**src/rtl/regbank_arbiter.sv**
```systemverilog
// regbank_arbiter: shares one write / two read register bank between two
// requesters (0 = core datapath, 1 = debug/loader). At most one bank access
// per cycle, round-robin on ties, optional locked sequences guarded by a
// timeout watchdog, and a registered per-requester read-valid strobe.
module regbank_arbiter #(
  parameter int DATA_W   = 8,
  parameter int IDX_W    = 3,
  parameter int LOCK_MAX = 16
) (
  input  logic                clk,
  input  logic                rst_n,
  input  logic [1:0]          req_i,
  input  logic [1:0]          we_i,
  input  logic [1:0]          lock_i,
  input  logic [2*IDX_W-1:0]  ra_i,
  input  logic [2*IDX_W-1:0]  rb_i,
  input  logic [2*IDX_W-1:0]  rd_i,
  input  logic [2*DATA_W-1:0] wd_i,
  output logic [1:0]          gnt_o,
  output logic [1:0]          rvalid_o,
  output logic [DATA_W-1:0]   rdata_a_o,
  output logic [DATA_W-1:0]   rdata_b_o,
  output logic                lock_err_o,
  output logic                bk_rw_o,
  output logic [IDX_W-1:0]    bk_ri_a_o,
  output logic [IDX_W-1:0]    bk_ri_b_o,
  output logic [IDX_W-1:0]    bk_ri_d_o,
  output logic [DATA_W-1:0]   bk_d_o,
  input  logic [DATA_W-1:0]   bk_a_i,
  input  logic [DATA_W-1:0]   bk_b_i
);

  localparam int CNT_W = (LOCK_MAX > 2) ? $clog2(LOCK_MAX) : 1;
  localparam logic [CNT_W-1:0] CNT_LAST = CNT_W'(LOCK_MAX - 1);

  typedef enum logic [1:0] {
    S_IDLE  = 2'd0,
    S_LOCK0 = 2'd1,
    S_LOCK1 = 2'd2
  } state_e;

  state_e           state_q, state_d;
  logic [CNT_W-1:0] cnt_q, cnt_d;
  logic             last_q, last_d;     // index granted most recently
  logic [1:0]       rvalid_q, rvalid_d;
  logic             lock_err_q;
  logic             timeout;

  logic             granted;
  logic             gnt_idx;
  logic             g_lock;
  logic             g_we;

  assign granted = |gnt_o;
  assign gnt_idx = gnt_o[1];
  assign g_lock  = granted & lock_i[gnt_idx];
  assign g_we    = granted & we_i[gnt_idx];

  // Output logic: pick the requester served this cycle (combinational grant).
  always_comb begin
    // NOTE: every combinational output gets a default first so no path can
    // leave it unassigned and infer a latch.
    gnt_o = 2'b00;
    if (rst_n) begin
      case (state_q)
        S_IDLE: begin
          case (req_i)
            2'b01:   gnt_o = 2'b01;
            2'b10:   gnt_o = 2'b10;
            // Tie: serve the requester that did not win last time.
            2'b11:   gnt_o = last_q ? 2'b01 : 2'b10;
            default: gnt_o = 2'b00;
          endcase
        end
        S_LOCK0: gnt_o = {1'b0, req_i[0]};
        S_LOCK1: gnt_o = {req_i[1], 1'b0};
        default: gnt_o = 2'b00;
      endcase
    end
  end

  // Bank controls: route the granted requester's slice, zeros when idle.
  always_comb begin
    bk_rw_o   = g_we;
    bk_ri_a_o = '0;
    bk_ri_b_o = '0;
    bk_ri_d_o = '0;
    bk_d_o    = '0;
    if (granted) begin
      bk_ri_a_o = gnt_idx ? ra_i[2*IDX_W-1:IDX_W]   : ra_i[IDX_W-1:0];
      bk_ri_b_o = gnt_idx ? rb_i[2*IDX_W-1:IDX_W]   : rb_i[IDX_W-1:0];
      bk_ri_d_o = gnt_idx ? rd_i[2*IDX_W-1:IDX_W]   : rd_i[IDX_W-1:0];
      bk_d_o    = gnt_idx ? wd_i[2*DATA_W-1:DATA_W] : wd_i[DATA_W-1:0];
    end
  end

  // Next-state logic: lock entry/release and the lock watchdog.
  always_comb begin
    state_d = state_q;
    cnt_d   = cnt_q;
    timeout = 1'b0;
    case (state_q)
      S_IDLE: begin
        if (g_lock) begin
          state_d = gnt_idx ? S_LOCK1 : S_LOCK0;
          cnt_d   = '0;
        end
      end
      S_LOCK0, S_LOCK1: begin
        cnt_d = cnt_q + 1'b1;
        if (granted && !g_lock) begin
          // Owner's final access of the sequence releases the lock.
          state_d = S_IDLE;
        end else if (cnt_q == CNT_LAST) begin
          // Held too long: force release; a grant this cycle still happens.
          state_d = S_IDLE;
          timeout = 1'b1;
        end
      end
      default: state_d = S_IDLE;
    endcase
  end

  // Round-robin pointer and read-valid pipeline inputs.
  always_comb begin
    last_d   = granted ? gnt_idx : last_q;
    rvalid_d = gnt_o & {2{~g_we}};
  end

  // State register: FSM, watchdog counter, round-robin pointer, strobes.
  always_ff @(posedge clk or negedge rst_n) begin
    if (!rst_n) begin
      state_q    <= S_IDLE;
      cnt_q      <= '0;
      last_q     <= 1'b1;
      rvalid_q   <= 2'b00;
      lock_err_q <= 1'b0;
    end else begin
      // NOTE: sequential state uses non-blocking assignments so every
      // register samples pre-edge values regardless of statement order.
      state_q    <= state_d;
      cnt_q      <= cnt_d;
      last_q     <= last_d;
      rvalid_q   <= rvalid_d;
      lock_err_q <= timeout;
    end
  end

  assign rvalid_o   = rvalid_q;
  assign lock_err_o = lock_err_q;
  assign rdata_a_o  = bk_a_i;
  assign rdata_b_o  = bk_b_i;

  // Grant is one-hot or zero and never given to an idle requester.
  a_gnt_onehot: assert property (@(posedge clk) disable iff (!rst_n)
    $onehot0(gnt_o));
  a_gnt_req: assert property (@(posedge clk) disable iff (!rst_n)
    (gnt_o & ~req_i) == 2'b00);

endmodule

```
**config.mk**
```make
export PLATFORM = sky130hd
export DESIGN_NAME = regbank_arbiter
export DESIGN_NICKNAME = d
export VERILOG_FILES = /design/src/rtl/regbank_arbiter.sv
export SDC_FILE = /design/constraint.sdc
export NUM_CORES = 1
export LEC_CHECK = 0
export ABC_AREA = 0
export BUFFER_PORTS_ARGS = -buffer_cell sky130_fd_sc_hd__buf_2
export CAP_MARGIN = 40
export CELL_PAD_IN_SITES_DETAIL_PLACEMENT = 0
export CELL_PAD_IN_SITES_GLOBAL_PLACEMENT = 1
export CORE_MARGIN = 8
export CORE_UTILIZATION = 21
export CTS_BUF_LIST = sky130_fd_sc_hd__clkbuf_8 sky130_fd_sc_hd__clkbuf_16
export DETAILED_ROUTE_END_ITERATION = 8
export PLACE_DENSITY_LB_ADDON = 0.25
export SYNTH_ARGS = -nofsm -noshare
export SYNTH_HDL_FRONTEND = slang
export SYNTH_SLANG_ARGS = --single-unit
```
**constraint.sdc**
```tcl
create_clock -name clk -period 1.8 [get_ports clk]
set_input_delay 0 -clock clk [delete_from_list [all_inputs] [get_ports clk]]
set_output_delay 0 -clock clk [all_outputs]
set_load 0.02 [all_outputs]
```
-- Yosys cells after proc, flatten, opt, wreduce, memory -nomap -nowiden
Cells that the tools add are included.
- bitwise logic cells: 4
- order comparisons: 1
- muxes and demuxes: 26
- reductions and logical operators: 8
- add/subtract/negate cells: 1
- equality and inequality tests: 8
- operators by type and width (cell ; number):
    $mux 3 ; 6
    $mux 8 ; 2
    $mux 2 ; 6
    $pmux 2 s3 ; 2
    $pmux 4 s2 ; 1
    $mux 1 ; 7
    $eq 2x2->1 const B ; 3
    $add 4x1->4 const B ; 1
    $eq 2x1->1 const B ; 2
    $eq 4x4->1 const B ; 1
    $mux 4 ; 1
    $pmux 2 s2 ; 1
    $reduce_and 2->1 ; 2
    $reduce_or 2->1 ; 2
    $ne 3x3->1 const B ; 1
    $and 1x1->1 ; 2
    $and 2x2->2 ; 1
    $logic_not 2->1 ; 1
    $lt 1x2->1 const B ; 1
    $ne 2x2->1 const B ; 1
    $reduce_bool 2->1 ; 1
    $logic_and 1x1->1 ; 1
    $logic_not 1->1 ; 1
    $not 1->1 ; 1
- register bits: 10
- word-level logic and storage cells: 53
- output and inout bits: 39
- bits of input ports: 58

-- Longest topological paths before layout
- depth in word-level cells: 11
- mapped depth: 9

-- Least setup slack after synthesis
OpenSTA, ideal clock, no wires.
- kind: reg-to-output
- from: reg state_q[0]
- to: out bk_d_o[4]
- required time: 1.800 ns
- path slack: -0.088 ns
- cell stages (with the launch flop): 10
- arrival time: 1.888 ns
- cell sequence: dfrtp_1 -> inv_1 -> ha_1 -> a21boi_2 -> o21ai_1 -> or2_1 -> inv_2 -> buf_4 -> nand2_1 -> a21oi_1
- word-level cells in the longest chain between the ends: 5
- ends and longest elaborated chain (what ; RTL line ; RTL):
    start, declared ; 42 ; state_e state_q, state_d;
    start signal, assigned ; 141 ; state_q <= state_d;
    $eq 2x2->1, or another cell as far along ; 65 ; case (state_q)
    $pmux 2 s3 * ; 65 ;
    $mux 2 * ; 64 ; if (rst_n) begin
    named net gnt_o[1] ; 19 ; output logic [1:0] gnt_o,
    $mux 8 / $reduce_or 2->1 (equally long branches) ; 93, 54 ;
    $mux 8 * ; 89 ; if (granted) begin
    end, declared ; 28 ; output logic [DATA_W-1:0] bk_d_o,
Mark *: on every way through the listed nets, which the timed path passes. The rest lies on a longest branch.

-- Final worst setup path
- from: reg state_q[0]
- to: out bk_ri_b_o[2]
- word-level cells in the longest chain between the ends: 5
- ends and longest elaborated chain (what ; RTL line ; RTL):
    $eq 2x2->1, or another cell as far along ; 65 ;
    $pmux 2 s3 * ; 65 ;
    $mux 2 * ; 64 ;
    $mux 3 / $reduce_or 2->1 (equally long branches) ; 91, 54 ;
    $mux 3 * ; 89 ;
    end, declared ; 26 ; output logic [IDX_W-1:0] bk_ri_b_o,
Every way passes the cells marked *; elsewhere a longest branch is shown, timed or not.

==> out/qor.csv <==
metric,value,unit
netlist.area_leader.share,21.4,%
root_buffer,clkbuf_8,
antenna_found_initial,0,
io_pins,97,
place_hpwl,2.88,mm
layout_commonest_cell,buf_2,
ys_ff_latch,10,
fin_skew,0.0105,ns
die_x,86.7,microns
synthDistinctLibCells,34,
cpMaxStageDelayCell,dfrtp_1,
power_density,980,nW/um^2
ant_nets,0,
drtIter0Drc,33,
via_per_inst,4.39,
place_ws,-0.0535,ns
clkTransAtPathRegs,0.06,ns
cp-start-kind,register,
path_max_fanout,7,
status,finished with violations,
drc_errors,0,
synth-warning-count,0,
die_height,86.7,microns
worstReg2RegStart,state_q[0],
initial_core_util,22.0,%
maxSlewHeadroom,82.9,%
final_nets,287,
htree_levels,1,
timing.final.crit_share,109,%
layout-drive-gt1-share,64.6,%
grt_pass1_wl,6.03,mm
cts-buffers-inserted,3,
ff2ff_path_depth,9,
hold_end,rdata_a_o[6],
finalSetupViolations,23,
fin_hold_ws,0.00000886,ns
p_leak,0.981,nW
ys_async_sr_fraction,100,%
worstHoldPathType,primary input to output port,
clockBufferDepth,2,
layout_min_cycle_time,1.96,ns
syn_inst,148,
wire_per_inst,13.7,microns
syn_to_final_growth,86.4,%
dieArea,7520,sq um
max_clock_freq,509,MHz
cp-end-kind,output port,
yosysTopAreaCell,dfrtp_1,
crit_arrival,1.96,ns
r2r_end,cnt_q[3],
grt-ovfl-total,0,
netlist_area,1050,sq um
violations,negative setup slack,
mostFrequentLayoutCells,"buf_2 (44), buf_4 (28), nand2_1 (21), a21oi_2 (18), buf_6 (14)",
n_antenna_cell,0,
tightest_slew,0.255,ns
cp_slowest_stage_delay,0.41,ns
cp_data_required_time,1.80,ns
r2r_setup_slack,-0.13,ns
fin_setup_tns,-2.72,ns
synth_area_leaders,"dfrtp_1 (21%), nand2_1 (14%), buf_4 (12%)",
ir_worst_vdd,0.356,mV
ys.flop_type,dfrtp_1,
cts_sinks,10,
hold_viol_final,0,
finalWirelength,3.96,mm
ys_seq_area_share,23.9,%
io_buffers,64,
drv_slew,0,
num_vias,1273,
whs_path_depth,0,
clk_latency,0.24,ns
core,4790,sq um
setup.worst_path.start,state_q[0],
drv_cap,0,
drt_first_pass_iters,4,
grt_max_degree,19,
place_area,1490,sq um
rsz0062_at_grt,true,
path_cells,buf_6 -> ha_1 -> nand2b_4 -> or2_4 -> inv_6 -> buf_16 -> nand2_4 -> a21oi_2 -> buf_4,
grt_pass1_vias,1272,
synth_edf_count,0,
cts_tree,yes,
syn-num-nets,211,
grt_use_total,9.95,%
layout_setup_ws,-0.163,ns
place.gp.congestion,0.726,
synth_area_per_cell,7.10,sq um
finalPower,1.92,mW
crit_type,register to output port,
rows,25,
min_from,bk_a_i[6],
finalInstanceArea,1960,sq um
-- power by group --
part	internal, mW	switching (mW)	total, mW
clock network	0.150	0.0951	0.245
registers	0.293	0.0630	0.356
logic	0.674	0.646	1.32
total	1.12	0.804	1.92
-- layer usage --
layer  wire length (microns)  track usage, %
met5                       0               0
met1                    1630            10.6
met2                    1800            16.8
met3                     471            4.82
met4                      63            3.13
-- cell usage after synthesis (2+ instances only) --
library cell,instances
a21o_1,2
dfrtp_1,9
ha_1,5
nand2_1,40
nor2b_1,2
clkbuf_1,4
inv_1,4
nor2_1,5
a31oi_1,2
o21ai_0,5
o211ai_2,2
and2_1,2
nand3_1,4
a21oi_1,22
buf_4,17
mux2i_1,4
o22ai_1,2
-- repair_timing --
item,in CTS,in global routing
buffers inserted,6,2
endpoints found under the hold margin,11,0
resized for setup,62,26
cloned,2,0
pin swaps,18,15
setup endpoints to repair,26,25
hold buffers,2,0
-- layout make-up --
cell class	instances	area (sq um)
Tap cell	67	83.8
Fill cell	493	2830
Sequential cell	10	251
Inverter	5	23.8
Clock buffer	3	41.3
Clock inverter	1	3.75
Timing Repair Buffer	94	733
Multi-Input combinational cell	110	822
-- cells by family after synthesis --
logic type | share of synthesized area [%]
xor gates and xnor gates | 0.833
adders and majority gates | 5.95
DFF | 23.9
and+or+nand+nor | 23.6
AOI/OAI and AO/OA | 25.0
buffers and inverters | 16.9
muxes | 3.81
-- worst max-delay path by stage --
stage	endpoint	slack, ns
after floorplan	bk_rw_o	0.0005
after global placement	cnt_q[3]	-0.05
after detailed placement	cnt_q[3]	-0.05
after CTS	bk_d_o[2]	-0.15
after global routing	bk_ri_a_o[2]	-0.24
final	bk_ri_b_o[2]	-0.16
-- critical path: cells and delay by family (launching register included) --
family | cells | cell delay, ns
DFF | 1 | 0.41
buffers and inverters | 4 | 0.51
adders and majority gates | 1 | 0.18
and+or+nand+nor | 3 | 0.49
AOI/OAI and AO/OA | 1 | 0.12
-- flip-flops by register name, indices dropped and copies added, names as in the netlist --
name / flops
rvalid_o: 2
last_q: 1
lock_err_o: 1
cnt_q: 4
state_q: 2
-- per-stage QoR --
step,std cells,util [%]
after floorplan,148,-
final,290,40.9
after detailed placement,274,31.1
after global placement,274,31.1
after CTS,288,38.5
after global routing,290,40.9
No activity file was read; power rests on OpenSTA's default activity.
